**src/rtl/mtc_link_scheduler.sv**
```systemverilog
// mtc_link_scheduler: round-robin arbiter serialising per-source MTC FIFOs onto one SL link
module mtc_link_scheduler #(
  parameter int c_MAX_NUM_SL = 3,
  parameter int c_FIFO_DEPTH = 4,
  parameter int c_SLOT_CYCLES = 1,
  parameter int MTC2SL_LEN = 32,
  localparam int SW = c_MAX_NUM_SL > 1 ? $clog2(c_MAX_NUM_SL) : 1
) (
  input  logic                                     clock,
  input  logic                                     rst,
  input  logic [c_MAX_NUM_SL-1:0][MTC2SL_LEN-1:0]  mtc_in,
  input  logic                                     enable,
  input  logic                                     flush,
  output logic [MTC2SL_LEN-1:0]                    mtc2sl,
  output logic [SW-1:0]                            mtc2sl_src,
  output logic [c_MAX_NUM_SL-1:0]                  fifo_full,
  output logic [15:0]                              drop_count
);
  localparam int PW = $clog2(c_FIFO_DEPTH);
  localparam int CW = PW + 1;
  localparam int TW = c_SLOT_CYCLES > 1 ? $clog2(c_SLOT_CYCLES) : 1;
  logic [MTC2SL_LEN-1:0] mem [c_MAX_NUM_SL][c_FIFO_DEPTH];
  logic [PW-1:0] wr_ptr [c_MAX_NUM_SL];
  logic [PW-1:0] rd_ptr [c_MAX_NUM_SL];
  logic [CW-1:0] cnt [c_MAX_NUM_SL];
  logic [SW-1:0] last_grant, sel, idx;
  logic [TW-1:0] slot;
  logic grant;
  logic [c_MAX_NUM_SL-1:0] push, pop, accept, drop;
  logic [16:0] drop_sum;
  always_comb begin
    sel = '0;
    idx = '0;
    grant = 1'b0;
    // walking from the farthest candidate down leaves the nearest non-empty source in sel
    for (int k = c_MAX_NUM_SL; k >= 1; k--) begin
      idx = SW'((int'(last_grant) + k) % c_MAX_NUM_SL);
      if (cnt[idx] != '0) begin
        sel = idx;
        grant = 1'b1;
      end
    end
    grant = grant && enable && slot == '0 && !flush;
    drop_sum = {1'b0, drop_count};
    for (int i = 0; i < c_MAX_NUM_SL; i++) begin
      pop[i] = grant && sel == SW'(i);
      push[i] = mtc_in[i][MTC2SL_LEN-1] && !flush;
      accept[i] = push[i] && (cnt[i] != CW'(c_FIFO_DEPTH) || pop[i]);
      drop[i] = push[i] && !accept[i];
      fifo_full[i] = cnt[i] == CW'(c_FIFO_DEPTH);
      drop_sum = drop_sum + 17'(drop[i]);
    end
  end
  always_ff @(posedge clock) begin
    for (int i = 0; i < c_MAX_NUM_SL; i++)
      if (accept[i]) mem[i][wr_ptr[i]] <= mtc_in[i];
  end
  always_ff @(posedge clock) begin
    if (!rst) begin
      slot <= '0;
      last_grant <= SW'(c_MAX_NUM_SL - 1);
      mtc2sl <= '0;
      mtc2sl_src <= '0;
      drop_count <= '0;
      for (int i = 0; i < c_MAX_NUM_SL; i++) begin
        cnt[i] <= '0;
        wr_ptr[i] <= '0;
        rd_ptr[i] <= '0;
      end
    end else begin
      slot <= (!enable || slot == TW'(c_SLOT_CYCLES - 1)) ? '0 : slot + TW'(1);
      if (grant) last_grant <= sel;
      mtc2sl <= grant ? mem[sel][rd_ptr[sel]] : '0;
      mtc2sl_src <= grant ? sel : '0;
      drop_count <= drop_sum[16] ? 16'hFFFF : drop_sum[15:0];
      for (int i = 0; i < c_MAX_NUM_SL; i++) begin
        if (flush) begin
          cnt[i] <= '0;
          wr_ptr[i] <= '0;
          rd_ptr[i] <= '0;
        end else begin
          cnt[i] <= cnt[i] + CW'(accept[i]) - CW'(pop[i]);
          if (accept[i]) wr_ptr[i] <= wr_ptr[i] + PW'(1);
          if (pop[i]) rd_ptr[i] <= rd_ptr[i] + PW'(1);
        end
      end
    end
  end
endmodule

```
**config.mk**
```make
export PLATFORM = sky130hd
export DESIGN_NAME = mtc_link_scheduler
export DESIGN_NICKNAME = d
export VERILOG_FILES = /design/src/rtl/mtc_link_scheduler.sv
export SDC_FILE = /design/constraint.sdc
export NUM_CORES = 1
export LEC_CHECK = 0
export CAP_MARGIN = 20
export CORE_ASPECT_RATIO = 1.25
export CORE_MARGIN = 5
export CORE_UTILIZATION = 40
export CTS_BUF_LIST = sky130_fd_sc_hd__clkbuf_4 sky130_fd_sc_hd__clkbuf_8
export CTS_CLUSTER_DIAMETER = 120
export DETAILED_ROUTE_END_ITERATION = 12
export SLEW_MARGIN = 20
export SYNTH_ARGS = -nofsm -noshare
export SYNTH_HDL_FRONTEND = slang
export SYNTH_SLANG_ARGS = --single-unit
export TNS_END_PERCENT = 30
```
**constraint.sdc**
```tcl
create_clock -name clock -period 4.4 [get_ports clock]
set_clock_uncertainty 0.1 [all_clocks]
set_input_delay 0.66 -clock clock [delete_from_list [all_inputs] [get_ports clock]]
set_output_delay 0.66 -clock clock [all_outputs]
set_load 0.05 [all_outputs]
```
==> key figures <==
Run status
  • Run status: finished, final reports clean

Floorplan
  • Initial core utilization: 0.404
  • Die X: 203 um
  • Core ar.: 0.0460 sq mm
  • FP Rows: 88
  • Die height: 251 um
  • Num ports: 153
  • Die ar.: 0.0509 sq mm

Detailed routing
  • Drt pass-1 iters: 5
  • Post-route DRC: 0
  • DR vias: 11000
  • Post-route ant nets: 0
  • Total Wirelength: 45600 um
  • Drt wl/cell: 21.9 um
  • DR vias/cell: 5.30
  • DRT iter0 DRCs: 671

Clock tree
  • Clock slew at reported path FFs: 0.06 ns
  • CTS max path bufs: 3
  • CTS tree: yes
  • H-tree levels: 3
  • Root Driver: clkbuf_8
  • Clk_lat worst skew: 0.61 ns
  • Clk sinks: 458
  • Total CTS buffers: 72

GRT
  • First-pass GRT wire length: 68400 um
  • GR Overflow Total: 0
  • GRT Util Overall: 0.177
  • Initial antenna violation count: 4
  • Pin count of the biggest net entering global routing: 196
  • Vias in the first global route: 11400

Synthesis
  • Cell area after synthesis: 0.0186 sq mm
  • Sequential fraction of the synthesis area: 0.712
  • #FFs+latches synth: 458
  • Synth Area in Simple Gates: 0.0803
  • Main synth FF type: edfxtp_1
  • EDFF count, synth: 405
  • Post-Synth XOR/XNOR Area: 0.00896
  • Fraction of registers with async set/reset: 0
  • Largest family of logic cells by synthesized area: compound AO/OA/AOI/OAI gates
  • Mux contribution to synthesized area: 0.0685
  • Synth Area per Inst: 15.0 sq um
  • Post-Synth Adder-Cell Area: 0.0209
  • Post-Synthesis Cells: 1242
  • Unique masters post-synth: 56
  • Compound-Gate Fraction of Synth Area: 0.0840
  • Synth Warn #: 0

Power and ir drop
  • Overall power after layout: 9.42 mW
  • Worst vdd ir: 0.000203 V
  • Leak: 7.71 nW
  • Total power divided by cell area: 420 mW/mm^2

Timing
  • Smallest hold slack: 0.456 ns
  • Final setup viols: 0
  • Final Hold Vio Count: 0
  • Final Max Slew Viols: 0
  • Fmax: 0.246 GHz
  • Final worst path period share: 0.925
  • RSZ-0062 raised after global routing: false
  • PnR worst setup slack: 0.332 ns
  • Relative max-transition margin: 0.327
  • Fin crit period: 4.07 ns
  • Worst Tran Pin Value: 1.01 ns

Worst setup path
  • Startpoint type of the worst setup path: flop
  • Buf/Inv on CP: 2
  • Crit path max fanout: 11
  • Crit path DAT: 4.51 ns
  • Crit Path Category: reg -> reg
  • Slowest stage cell, crit path: fa_1
  • Reg2reg path depth: 18
  • Critical path depth in cells: 18
  • Cell breakdown of the critical path: inv_1 -> ha_4 -> nor4b_4 -> nor2_2 -> o221a_2 -> nor2_4 -> nand3_1 -> inv_2 -> nor3b_2 -> fa_1 -> ha_1 -> fa_1 -> and3_4 -> nand3_1 -> nor2_4 -> nand2_1 -> or2_4 -> a21oi_1
  • Top delay family on crit path: simple AND/OR/NAND/NOR gates
  • Worst Setup End Kind: flop
  • CP peak stage delay: 0.48 ns
  • Worst Path Required: 4.84 ns

Final layout
  • Layout cells sized above 1: 0.139
  • Syn-to-layout area delta: 20.8%
  • Layout Cells excl Fill: 2079
  • Nets: 1564

Placement
  • Dpl cells: 1945
  • Place WS: -0.121 ns
  • HPWL Detailed: 27000 um
  • Final weighted congestion in routability-driven placement: 0.836
  • Port Buffers: 152

Run
  • Max-cap violations: 0

Worst hold path
  • Hold Crit Class: reg -> reg
  • Cells on Worst Hold Path: 1
==> flip-flops by register name, summed over array words and instances, names as in the netlist <==
| name | count |
|---|---|
| mem | 384 |
| mtc2sl | 32 |
| drop_count | 16 |
| cnt | 9 |
| rd_ptr | 6 |
| wr_ptr | 6 |
| last_grant | 2 |
| mtc2sl_src | 2 |
| slot | 1 |
==> logic make-up after synthesis <==
logic type               Yosys count
flip-flops                       458
AND/OR/NAND/NOR                  339
AO/OA/AOI/OAI                    170
multiplexers                     127
buffers and inverters             99
adder cells (fa/ha/maj)           28
XOR/XNOR                          19
other                              2
==> metrics by stage <==
step	setup TNS, ns	instance area (sq um)	utilization
after floorplan	0	18600	-
after global placement	0	20900	0.455
after detailed placement	-1.13	20900	0.455
after CTS	0	22400	0.486
after global routing	0	22400	0.488
final	0	22400	0.488
==> worst reg2reg max path, delay by kind of cell (launching register included) <==
family,cells,cell delay [ns]
adders and majority gates,4,1.22
DFF,1,0.37
AOI/OAI and AO/OA,2,0.46
buffers and inverters,2,0.24
and+or+nand+nor,10,1.62
==> final timing paths <==
kind | endpoint | slack [ns] | from
max | drop_count[7]$_SDFF_PN0_ | 0.33 | last_grant[0]$_SDFFE_PN0P_
min | drop_count[12]$_SDFF_PN0_ | 0.46 | drop_count[12]$_SDFF_PN0_
max reg2reg | drop_count[7]$_SDFF_PN0_ | 0.33 | last_grant[0]$_SDFFE_PN0P_
min reg2reg | drop_count[12]$_SDFF_PN0_ | 0.46 | drop_count[12]$_SDFF_PN0_
==> timing repair <==
item | in CTS | in global routing
hold buffers | 0 | 0
gates cloned | 0 | 0
setup buffers | 0 | 2
setup endpoints to repair | 11 | 16
pin swaps | 0 | 4
gates resized for setup | 3 | 13
==> final cells by class <==
cell class | instances | area (sq um)
repair buffers | 188 | 1940
multi-input cells | 693 | 5030
fillers | 3966 | 23600
inverters | 23 | 86.3
flip-flops and latches | 458 | 13200
diodes | 2 | 5.00
well taps | 585 | 732
clock inverters | 25 | 118
clock buffers | 105 | 1300
==> report_power, final <==
group | switching [mW] | total [mW] | internal [mW]
logic | 0.638 | 1.03 | 0.391
registers | 0.0405 | 4.88 | 4.84
clock network | 1.60 | 3.51 | 1.90
total | 2.28 | 9.42 | 7.14
==> cells in the final DEF, fill, tap and decap left out, types with 4 or more instances in the layout <==
cell and n:
edfxtp_1 405, clkdlybuf4s50_1 152, nand2_1 142, mux2i_1 125, nor2_1 109, clkbuf_8 82, a311o_1 63, dfxtp_1 53
a211oi_1 31, buf_4 24, clkbuf_4 23, inv_1 22, ha_1 21, a311oi_1 20, a311oi_2 14, a21oi_1 14
nand2b_1 13, and2_2 12, clkinv_2 12, buf_12 12, clkinv_1 11, nand3_1 10, and3_1 10, xnor2_1 10
conb_1 10, xor2_1 9, nor3_1 7, nor4_1 6, fa_1 5, nor3b_1 4, and2_1 4
==> synthesized netlist by cell type (all sizes together), types with 2 or more instances <==
cell / count / area [sq um]
ha: 23 / 288
o31ai: 2 / 28.8
and2: 16 / 100
a21oi: 15 / 78.8
conb: 2 / 7.51
nand2: 144 / 541
nor3: 9 / 50.1
dfxtp: 53 / 1060
a311o: 64 / 641
o211ai: 4 / 35.0
fa: 5 / 100
xnor2: 10 / 87.6
nand2b: 13 / 81.3
a31oi: 2 / 12.5
o21a: 2 / 15.0
nor4: 6 / 37.5
o211a: 3 / 30.0
a311oi: 34 / 385
clkbuf: 44 / 166
o21ai: 5 / 25.0
a21boi: 2 / 15.0
mux2i: 126 / 1260
buf: 32 / 215
and3: 12 / 75.1
a211oi: 31 / 233
xor2: 9 / 78.8
inv: 23 / 86.3
nand3: 11 / 55.1
nor4b: 2 / 23.8
edfxtp: 405 / 12200
nor2: 112 / 425
nand4: 3 / 18.8
nor3b: 6 / 45.0
==> per-layer routing <==
metal | up-vias | share of wire | global-route usage
met4 | 4 | 0.020 | 0.0586
met2 | 314 | 0.51 | 0.312
met5 | - | 0.00059 | 0
met1 | 5528 | 0.41 | 0.219
li1 | 5113 | - | -
met3 | 64 | 0.054 | 0.0375
Power figures use the tool's default switching activity.
